File: src/rtl/guvm_instr_feeder.sv
// Instruction-side fetch responder: queues pushed instruction words and answers core fetches in order.
// Optional macro GUVM_FEEDER_NOP_FILL_EN: grant on an empty FIFO and return NOP_INSTR.
module guvm_instr_feeder #(
    parameter int DEPTH = 8,
    parameter int INSTR_RDATA_WIDTH = 32,
    parameter logic [INSTR_RDATA_WIDTH-1:0] NOP_INSTR = 32'h00000013
) (
    input  logic                           clk_i,
    input  logic                           rst_ni,
    input  logic                           push_valid_i,
    output logic                           push_ready_o,
    input  logic [INSTR_RDATA_WIDTH-1:0]   push_instr_i,
    input  logic                           flush_i,
    input  logic                           instr_req_i,
    input  logic [31:0]                    instr_addr_i,
    output logic                           instr_gnt_o,
    output logic                           instr_rvalid_o,
    output logic [INSTR_RDATA_WIDTH-1:0]   instr_rdata_o,
    output logic [$clog2(DEPTH+1)-1:0]     fill_level_o,
    output logic [31:0]                    fetch_count_o,
    output logic [31:0]                    resp_addr_o,
    output logic                           resp_state_o
);
    localparam int AW = $clog2(DEPTH);
    localparam int PW = AW + 1;
    localparam int LW = $clog2(DEPTH + 1);

`ifdef GUVM_FEEDER_NOP_FILL_EN
    localparam bit NOP_FILL = 1'b1;
`else
    localparam bit NOP_FILL = 1'b0;
`endif

    typedef enum logic {
        RESP_IDLE  = 1'b0,
        RESP_VALID = 1'b1
    } resp_state_e;

    resp_state_e state, state_next;

    logic [PW-1:0]                  wptr, rptr;
    logic [INSTR_RDATA_WIDTH-1:0]   mem [DEPTH];
    logic                           empty, full, gnt, pop, push;

    assign empty = (wptr == rptr);
    assign full  = (wptr[AW] != rptr[AW]) && (wptr[AW-1:0] == rptr[AW-1:0]);

    // Handshakes: a push transfers on push_valid_i && push_ready_o at the edge; a fetch
    // transfers on instr_req_i && instr_gnt_o and is answered by rvalid exactly one cycle later.
    assign gnt  = instr_req_i && (!empty || NOP_FILL);
    assign pop  = gnt && !empty;
    assign push = push_valid_i && !full && !flush_i;

    assign push_ready_o   = !full;
    assign instr_gnt_o    = gnt;
    assign instr_rvalid_o = (state == RESP_VALID);
    assign fill_level_o   = LW'(wptr - rptr);
    assign resp_state_o   = state;

    always_ff @(posedge clk_i or negedge rst_ni) begin
        if (!rst_ni) begin
            wptr <= '0;
            rptr <= '0;
        end else if (flush_i) begin
            wptr <= '0;
            rptr <= '0;
        end else begin
            if (push) wptr <= wptr + PW'(1);
            if (pop)  rptr <= rptr + PW'(1);
        end
    end

    always_ff @(posedge clk_i) begin
        if (push) mem[wptr[AW-1:0]] <= push_instr_i;
    end

    // Response register captures the pre-flush head, so a grant alongside flush still answers.
    always_ff @(posedge clk_i or negedge rst_ni) begin
        if (!rst_ni) begin
            state         <= RESP_IDLE;
            instr_rdata_o <= '0;
            resp_addr_o   <= '0;
            fetch_count_o <= '0;
        end else begin
            state <= state_next;
            if (gnt) begin
                instr_rdata_o <= empty ? NOP_INSTR : mem[rptr[AW-1:0]];
                resp_addr_o   <= instr_addr_i;
                if (fetch_count_o != 32'hFFFF_FFFF) fetch_count_o <= fetch_count_o + 32'd1;
            end
        end
    end

    always_comb begin
        state_next = state;
        case (state)
            RESP_IDLE:  state_next = gnt ? RESP_VALID : RESP_IDLE;
            RESP_VALID: state_next = gnt ? RESP_VALID : RESP_IDLE;
            default:    state_next = RESP_IDLE;
        endcase
    end

endmodule

File: config.mk
export PLATFORM = sky130hd
export DESIGN_NAME = guvm_instr_feeder
export DESIGN_NICKNAME = d
export VERILOG_FILES = /design/src/rtl/guvm_instr_feeder.sv
export SDC_FILE = /design/constraint.sdc
export NUM_CORES = 1
export LEC_CHECK = 0
export BUFFER_PORTS_ARGS = -buffer_cell sky130_fd_sc_hd__buf_2
export CORE_UTILIZATION = 30
export CTS_BUF_LIST = sky130_fd_sc_hd__clkbuf_2 sky130_fd_sc_hd__clkbuf_4 sky130_fd_sc_hd__clkbuf_8
export DETAILED_ROUTE_END_ITERATION = 16
export PLACE_DENSITY = 0.59
export SLEW_MARGIN = 20
export SYNTH_ARGS = -nofsm -noshare
export SYNTH_HDL_FRONTEND = slang
export SYNTH_SLANG_ARGS = --single-unit
File: constraint.sdc
create_clock -name clk_i -period 5.4 [get_ports clk_i]
set_input_delay 1.08 -clock clk_i [delete_from_list [all_inputs] [get_ports clk_i]]
set_output_delay 1.08 -clock clk_i [all_outputs]
set_load 0.005 [all_outputs]
==> results_dict.tcl, run 1 <==
set metrics [dict create \
    rr_worst_depth 8 \
    yosysWarningCount 0 \
    chipWidth_um 218 \
    min_path_type "in -> async" \
    io_buffers 172 \
    tritoncts "built" \
    syn_area_um2 14000 \
    die-area_um2 47600 \
    post-route-period-util_pct 78.2 \
    cell_internal_pwr_mw 5.22 \
    p_per_area_nw_per_um2 420 \
    crit_arrival_ns 3.14 \
    skew_ns 0.0338 \
    p_seq_share_pct 48.3 \
    syn_avg_cell_area_um2 16.5 \
    ys_seq_elements 361 \
    gp_congestion 0.758 \
    p_leak_nw 6.39 \
    worstSetupEndpointType "output port" \
    drc 0 \
    pwr-share-clk_pct 34.9 \
    synth_compound_area_share_pct 2.09 \
    synth_top_area_share_pct 54.8 \
    grt_max_degree 103 \
    synth-edff-count 256 \
    synthXorXnorAreaFrac_pct 2.49 \
    start_util_pct 30.7 \
    ys.flop_type "edfxtp_1" \
    grt_overflow_total 0 \
    combPwrFrac_pct 16.8 \
    num_vias 7786 \
    async_flop_share_pct 29.1 \
    clock_latency_ns 0.63 \
    maxCapViolations 0 \
    setup_viol 0 \
    switching_share_pct 26.9 \
    design.core.area_um2 45800 \
    fin_nets 1131 \
    grt_pass1_vias 8026 \
    drt_iter0_drc 481 \
    grt_antenna_before_repair 2 \
    synthAdderAreaFrac_pct 0.678 \
    ys_seq_area_share_pct 73.5 \
    root_buffer "clkbuf_8" \
    required_ns 4.32 \
    post-dp-hpwl_mm 18.9 \
    cts_buffers 57 \
    fmax_ghz 0.237 \
    synth_mux_area_share_pct 10.4 \
    place_inst 1595 \
    power_switching_mw 1.93 \
    layout_common_cells "edfxtp_1, nand2_1, buf_2, dfrtp_1, clkbuf_8" \
    rsz0062_at_grt "no" \
    hold_viol 0 \
    synthDistinctLibCells 46 \
    worst-path-max-fanout 35 \
    hold_buffers 0 \
    setup_tns_ns 0 \
    synth_top_area_cell "edfxtp_1" \
    ir_worst_vdd_uv 217 \
    num_rows 78 \
    dr.pass1.iters 6 \
    cts.clk_slew.worst_paths_ns 0.06 \
    die_h_um 218 \
    fin_crit_ns 4.22 \
    synthSimpleGateAreaFrac_pct 9.19 \
    routedWlPerCell_um 18.1 \
    routed_wl_mm 30.9 \
    layout-drive-gt1-share_pct 34.2 \
    area_growth_pct 21.3 \
    maxSlewHeadroom_pct 30.9 \
    pin_count 173 \
    cts_setup_buffers 0 \
    h-tree-depth 2 \
    clock_path_buffers 3 \
    ant_nets 0 \
    n_fill_cell 4313 \
    final_cell_area_um2 17000 \
    grt_usage_pct 13.1 \
    cts-resized-gates 0 \
    power_mw 7.15 \
    tightest_slew_ns 1.04 \
    slew_violations 0 \
    crit_path_start_kind "register" \
    cts.sinks 361 \
    status "complete, no violations" \
    synth_top_family_by_area "multiplexers" \
    synthTopCellsByArea "edfxtp_1, dfrtp_1, mux4_2" \
    vias_per_cell 4.57 \
    place_area_um2 15700 \
    grt_pass1_wl_mm 47.6 \
    synth_fp_nets 926 \
    worst-setup-path-type "reg -> out" \
    netlist_instances 850 \
    layout.cells.non_filler 1705 \
    layout_commonest_cell "edfxtp_1" \
]
## final timing paths
check	startpoint	endpoint	slack [ns]
worst max-delay path	rptr[2]	instr_gnt_o	1.18
worst min-delay path	rst_ni	fetch_count_o[5]	0.41
min in group clk_i	resp_addr_o[31]	resp_addr_o[31]	0.47
max in group asynchronous	rst_ni	resp_addr_o[12]	3.99
worst max register to register	rptr[2]	mem[5][14]	1.81
worst min register to register	resp_addr_o[31]	resp_addr_o[31]	0.47
## state kept, by name, indices dropped and copies added (netlist names)
register / flops
fetch_count_o: 32
instr_rvalid_o: 1
rptr: 4
resp_addr_o: 32
instr_rdata_o: 32
wptr: 4
mem: 256
## area by class of cell
type | instances | area, um^2 | share of cell area (%)
clock buffer | 84 | 1050 | 6.17
antenna | 1 | 2.50 | 0.0147
tap | 600 | 751 | 4.41
inverter | 10 | 40.0 | 0.235
sequential | 361 | 10300 | 60.7
multi-input combinational | 439 | 3540 | 20.8
timing repair buffer | 186 | 1100 | 6.44
clock inverter | 24 | 210 | 1.24
## critical path, cell delays in order (launching register included)
cell and delay (ns):
dfrtp_2 0.41, inv_2 0.55, ha_1 0.28, nand3_1 0.15
o21ai_4 0.80, inv_4 0.13, buf_2 0.19
## cells in the mapped netlist, types with 4 or more instances
| master | instances |
|---|---|
| a21oi_1 | 4 |
| a31oi_1 | 33 |
| and3_1 | 6 |
| buf_2 | 15 |
| buf_4 | 6 |
| clkbuf_1 | 17 |
| dfrtp_1 | 105 |
| edfxtp_1 | 256 |
| ha_1 | 6 |
| inv_1 | 8 |
| mux4_2 | 64 |
| nand2_1 | 175 |
| nand3_1 | 18 |
| nand4_1 | 12 |
| nor2_1 | 50 |
| xnor2_1 | 28 |
| xor2_1 | 10 |
## power by group through the flow
stage	sequential, mW	combinational [mW]	clock [mW]
global placement	3.51	1.22	0
global route	3.50	1.37	2.67
finish	3.45	1.20	2.49
detailed placement	3.51	1.24	0
floorplan	3.49	0.697	0
CTS	3.46	1.25	2.57
## kinds of logic (layout without fill, tap and decap cells)
family          after synthesis  count (layout)
other cells                   0               1
simple gates                286             286
buf+inv                      50             304
compound gates               42              42
flops                       361             361
xor+xnor                     39              39
mux                          65              65
fa+ha+maj                     7               7
## routing by layer
layer / up-vias / GRT usage (%) / part of all wire, %
met5: - / 0 / 0.10
met4: 4 / 3.61 / 2.1
met3: 63 / 3.23 / 6.4
met2: 240 / 21.2 / 46
met1: 3876 / 17.4 / 45
li1: 3603 / - / -
## metrics by stage
step | utilization (%) | hold WS (ns) | worst slack [ns]
detailed placement | 34.3 | 0.457 | 1.64
floorplan | - | 0.470 | 0.621
global placement | 34.0 | 0.453 | 1.62
finish | 37.2 | 0.412 | 1.18
global route | 37.2 | 0.410 | 0.912
CTS | 37.1 | 0.388 | 1.09
Power figures use the tool's default switching activity.
==> run 2, diff against run 1 <==
PLACE_DENSITY = 0.6   (was 0.59)
clock period = 3.59 ns   (was 5.4 ns; I/O delays follow)
==> results_dict.tcl, run 2 (same netlist as run 1, synthesis figures left out) <==
set metrics [dict create \
    status "complete, no violations" \
    p_per_area_nw_per_um2 630 \
    power_mw 10.7 \
    power_switching_mw 2.91 \
    cts.sinks 361 \
    vias_per_cell 4.63 \
    min_path_type "in -> async" \
    cts_setup_buffers 0 \
    required_ns 2.87 \
    post-dp-hpwl_mm 18.6 \
    num_rows 78 \
    fin_nets 1136 \
    slowest_delay_ns 0.79 \
    drt_iter0_drc 518 \
    fmax_ghz 0.304 \
    r2r-end "mem[0][3]" \
    grt_overflow_total 0 \
    grt_usage_pct 13.3 \
    pwr-share-clk_pct 34.4 \
    setup_ws_ns 0.295 \
    chipWidth_um 218 \
    cts.clk_slew.worst_paths_ns 0.06 \
    hold_viol 0 \
    start_util_pct 30.7 \
    skew_ns 0.0244 \
    crit_chain "buf_4 -> fa_1 -> inv_1 -> buf_2" \
    slew_violations 0 \
    ir_worst_vdd_uv 297 \
    tightest_slew_ns 1.04 \
    root_buffer "clkbuf_8" \
    drc 0 \
    switching_share_pct 27.2 \
    ant_nets 0 \
    fin_crit_ns 3.29 \
    combPwrFrac_pct 17.1 \
    routed_wl_mm 31.3 \
    tritoncts "built" \
    p_leak_nw 6.36 \
    maxSlewHeadroom_pct 30.6 \
    clock_latency_ns 0.63 \
    rr_worst_depth 7 \
    worstSetupEndpointType "output port" \
    die_h_um 218 \
    layout_common_cells "edfxtp_1, nand2_1, buf_2, dfrtp_1, mux4_2" \
    grt_max_degree 76 \
    largest_register_ff_count 256 \
    setup_tns_ns 0 \
    rsz0062_at_grt "no" \
    crit_path_start_kind "register" \
    worst-setup-path-type "reg -> out" \
    worst-path-max-fanout 68 \
    cp_slowest_cell "buf_4" \
    die-area_um2 47600 \
    pre_cts_ws_ns 0.680 \
    gp_congestion 0.743 \
    cts_buffers 59 \
    cts-resized-gates 0 \
    pin_count 173 \
    maxCapViolations 0 \
    crit_buf_inv 3 \
    dr.pass1.iters 5 \
    num_vias 7928 \
    layout-drive-gt1-share_pct 34.0 \
    cell_internal_pwr_mw 7.78 \
    area_growth_pct 20.9 \
    grt_antenna_before_repair 5 \
    critical-path-top-delay-family "buffers and inverters" \
    h-tree-depth 2 \
    p_seq_share_pct 48.5 \
    clock_path_buffers 3 \
    crit_arrival_ns 2.58 \
    routedWlPerCell_um 18.3 \
    ff2ff_setup_slack_ns 0.65 \
    diodes 0 \
    grt_pass1_wl_mm 48.0 \
    fin_util_pct 37.1 \
    place_area_um2 15700 \
    layout_commonest_cell "edfxtp_1" \
    post-route-period-util_pct 91.8 \
    hold_buffers 0 \
    final_cell_area_um2 17000 \
    setup_viol 0 \
    grt_pass1_vias 8153 \
    design.core.area_um2 45800 \
    io_buffers 172 \
    timing.rr.start "wptr[2]" \
]
==> run 2: worst reg2reg max path: cells and delay by family, from the launching register on <==
| kind | cells | cell delay [ns] |
|---|---|---|
| DFF | 1 | 0.50 |
| adders and majority gates | 1 | 0.40 |
| buffers and inverters | 1 | 0.48 |
| and+or+nand+nor | 5 | 1.16 |
==> run 2: worst max path at each step <==
stage / start / endpoint / slack [ns] / cells after the start
final: rptr[1] / fill_level_o[1] / 0.30 / 4
after floorplan: rptr[1] / mem[7][0] / -0.33 / 9
after global placement: wptr[2] / mem[1][0] / 0.73 / 7
after detailed placement: wptr[2] / mem[0][29] / 0.68 / 7
after global routing: rptr[1] / fill_level_o[1] / 0.16 / 4
after CTS: rptr[1] / fill_level_o[1] / 0.20 / 4
==> run 2: layout make-up <==
| cell class | instances | area (um^2) |
|---|---|---|
| Fill cell | 4313 | 28800 |
| Sequential cell | 361 | 10300 |
| Multi-Input combinational cell | 439 | 3550 |
| Timing Repair Buffer | 189 | 1070 |
| Clock buffer | 79 | 981 |
| Tap cell | 600 | 751 |
| Clock inverter | 33 | 256 |
| Inverter | 10 | 40.0 |
==> run 2: power groups by stage <==
stage | clock, mW | combinational, mW | sequential, mW
finish | 3.68 | 1.83 | 5.18
global route | 3.99 | 2.08 | 5.24
CTS | 3.80 | 1.90 | 5.20
detailed placement | 0 | 1.90 | 5.28
global placement | 0 | 1.88 | 5.26
floorplan | 0 | 1.05 | 5.25
==> run 2: metal layers <==
| layer | share of wire [%] | up-vias | track usage, % |
|---|---|---|---|
| li1 | - | 3616 | - |
| met1 | 44 | 4016 | 17.5 |
| met2 | 48 | 235 | 21.6 |
| met3 | 6.7 | 51 | 3.42 |
| met4 | 1.6 | 10 | 3.85 |
| met5 | 0.19 | - | 0 |
==> run 2: per-stage QoR <==
step	hold slack (ns)	cells
6_report	0.171	1711
5_1_grt	0.205	1711
4_1_cts	0.160	1711
3_5_place_dp	0.457	1599
3_3_place_gp	0.451	1599
2_1_floorplan	0.422	850
==> run 3, diff against run 2 <==
REMOVE_ABC_BUFFERS = 1   (was unset)
==> results_dict.tcl, run 3 (same netlist as run 1, synthesis figures left out) <==
set metrics [dict create \
    root_buffer "clkbuf_8" \
    rr_worst_depth 7 \
    skew_ns 0.0295 \
    fmax_ghz 0.305 \
    drc 0 \
    fin_nets 1139 \
    pin_count 173 \
    clock_latency_ns 0.66 \
    grt_pass1_vias 8103 \
    layout.cells.non_filler 1714 \
    ir_worst_vdd_uv 344 \
    grt_overflow_total 0 \
    num_vias 7846 \
    ant_nets 0 \
    worstSetupEndpointType "output port" \
    start_util_pct 30.7 \
    power_mw 10.8 \
    dr.pass1.iters 6 \
    final_cell_area_um2 17100 \
    min_path_type "in -> async" \
    setup_tns_ns 0 \
    cts.sinks 361 \
    setup_viol 0 \
    hold_viol 0 \
    place_inst 1602 \
    routedWlPerCell_um 18.1 \
    area_growth_pct 21.6 \
    grt_antenna_before_repair 4 \
    worst-path-max-fanout 68 \
    fin_util_pct 37.3 \
    cts_setup_buffers 0 \
    hold_buffers 0 \
    grt_max_degree 75 \
    cts_buffers 59 \
    tightest_slew_ns 1.00 \
    layout_common_cells "edfxtp_1, nand2_1, buf_2, dfrtp_1, clkbuf_8" \
    maxCapViolations 0 \
    io_buffers 172 \
    h-tree-depth 2 \
    largest_register_ff_count 256 \
    vias_per_cell 4.58 \
    post-route-period-util_pct 91.3 \
    design.core.area_um2 45800 \
    rsz0062_at_grt "no" \
    p_per_area_nw_per_um2 633 \
    die_h_um 218 \
    crit_path_start_kind "register" \
    place_area_um2 15800 \
    drt_iter0_drc 575 \
    slew_violations 0 \
    num_rows 78 \
    grt_usage_pct 13.2 \
    layout_commonest_cell "edfxtp_1" \
    cts.clk_slew.worst_paths_ns 0.06 \
    die-area_um2 47600 \
    cts-resized-gates 0 \
    status "complete, no violations" \
    maxSlewHeadroom_pct 33.2 \
    layout-drive-gt1-share_pct 35.0 \
    p_leak_nw 6.43 \
    worst-setup-path-type "reg -> out" \
    routed_wl_mm 31.1 \
    required_ns 2.87 \
    chipWidth_um 218 \
    post-dp-hpwl_mm 19.1 \
    clock_path_buffers 3 \
    fin_crit_ns 3.28 \
    crit_arrival_ns 2.56 \
    gp_congestion 0.756 \
    grt_pass1_wl_mm 47.7 \
    tritoncts "built" \
]
-- run 3: cell count changes in the layout (fill, tap and decap cells not counted), sizes merged --
cell and change:
buf +3, bufinv -1, clkbuf +13, clkinv -11
diode +1, inv -2
-- run 3: per-layer routing --
| layer | vias to the layer above | track usage (%) | part of all wire [%] |
|---|---|---|---|
| met4 | 4 | 5.17 | 3.2 |
| li1 | 3608 | - | - |
| met2 | 246 | 21.7 | 47 |
| met3 | 74 | 3.95 | 6.7 |
| met1 | 3914 | 16.3 | 43 |
| met5 | - | 0 | 0.080 |
-- run 3: where the power goes --
group          internal [mW]  switching (mW)  total (mW)
Combinational          0.854           0.964        1.82
Clock                   2.16            1.64        3.80
Sequential              4.91           0.271        5.18
-- run 3: final cells by class --
type                    count  area [um^2]
diodes                      1         2.50
flip-flops and latches    361        10300
clock inverters            19          168
well taps                 600          751
fillers                  4306        28700
multi-input cells         439         3540
inverters                  10         40.0
clock buffers              92         1130
repair buffers            192         1100
-- run 3: worst max-delay path, cell delays in order, from the launching register on --
cell and delay, ns:
dfrtp_4 0.40, buf_4 0.77, fa_1 0.57, inv_1 0.06, buf_2 0.13
-- run 3: path summary, 6_finish.rpt --
| check | to | slack (ns) | start |
|---|---|---|---|
| worst max register to register | mem[3][23] | 0.68 | wptr[2] |
| worst min-delay path | fetch_count_o[14] | 0.17 | rst_ni |
| worst min register to register | resp_addr_o[30] | 0.47 | resp_addr_o[30] |
| min in group clk_i | resp_addr_o[1] | 0.26 | instr_addr_i[1] |
| worst max-delay path | fill_level_o[1] | 0.31 | rptr[1] |
| max in group asynchronous | instr_rdata_o[29] | 2.66 | rst_ni |
-- run 3: metrics by stage --
stage	hold WS [ns]	setup WS, ns
floorplan	0.422	-3.03
global placement	0.452	0.719
detailed placement	0.458	0.649
CTS	0.153	0.192
global route	0.198	0.155
finish	0.169	0.311
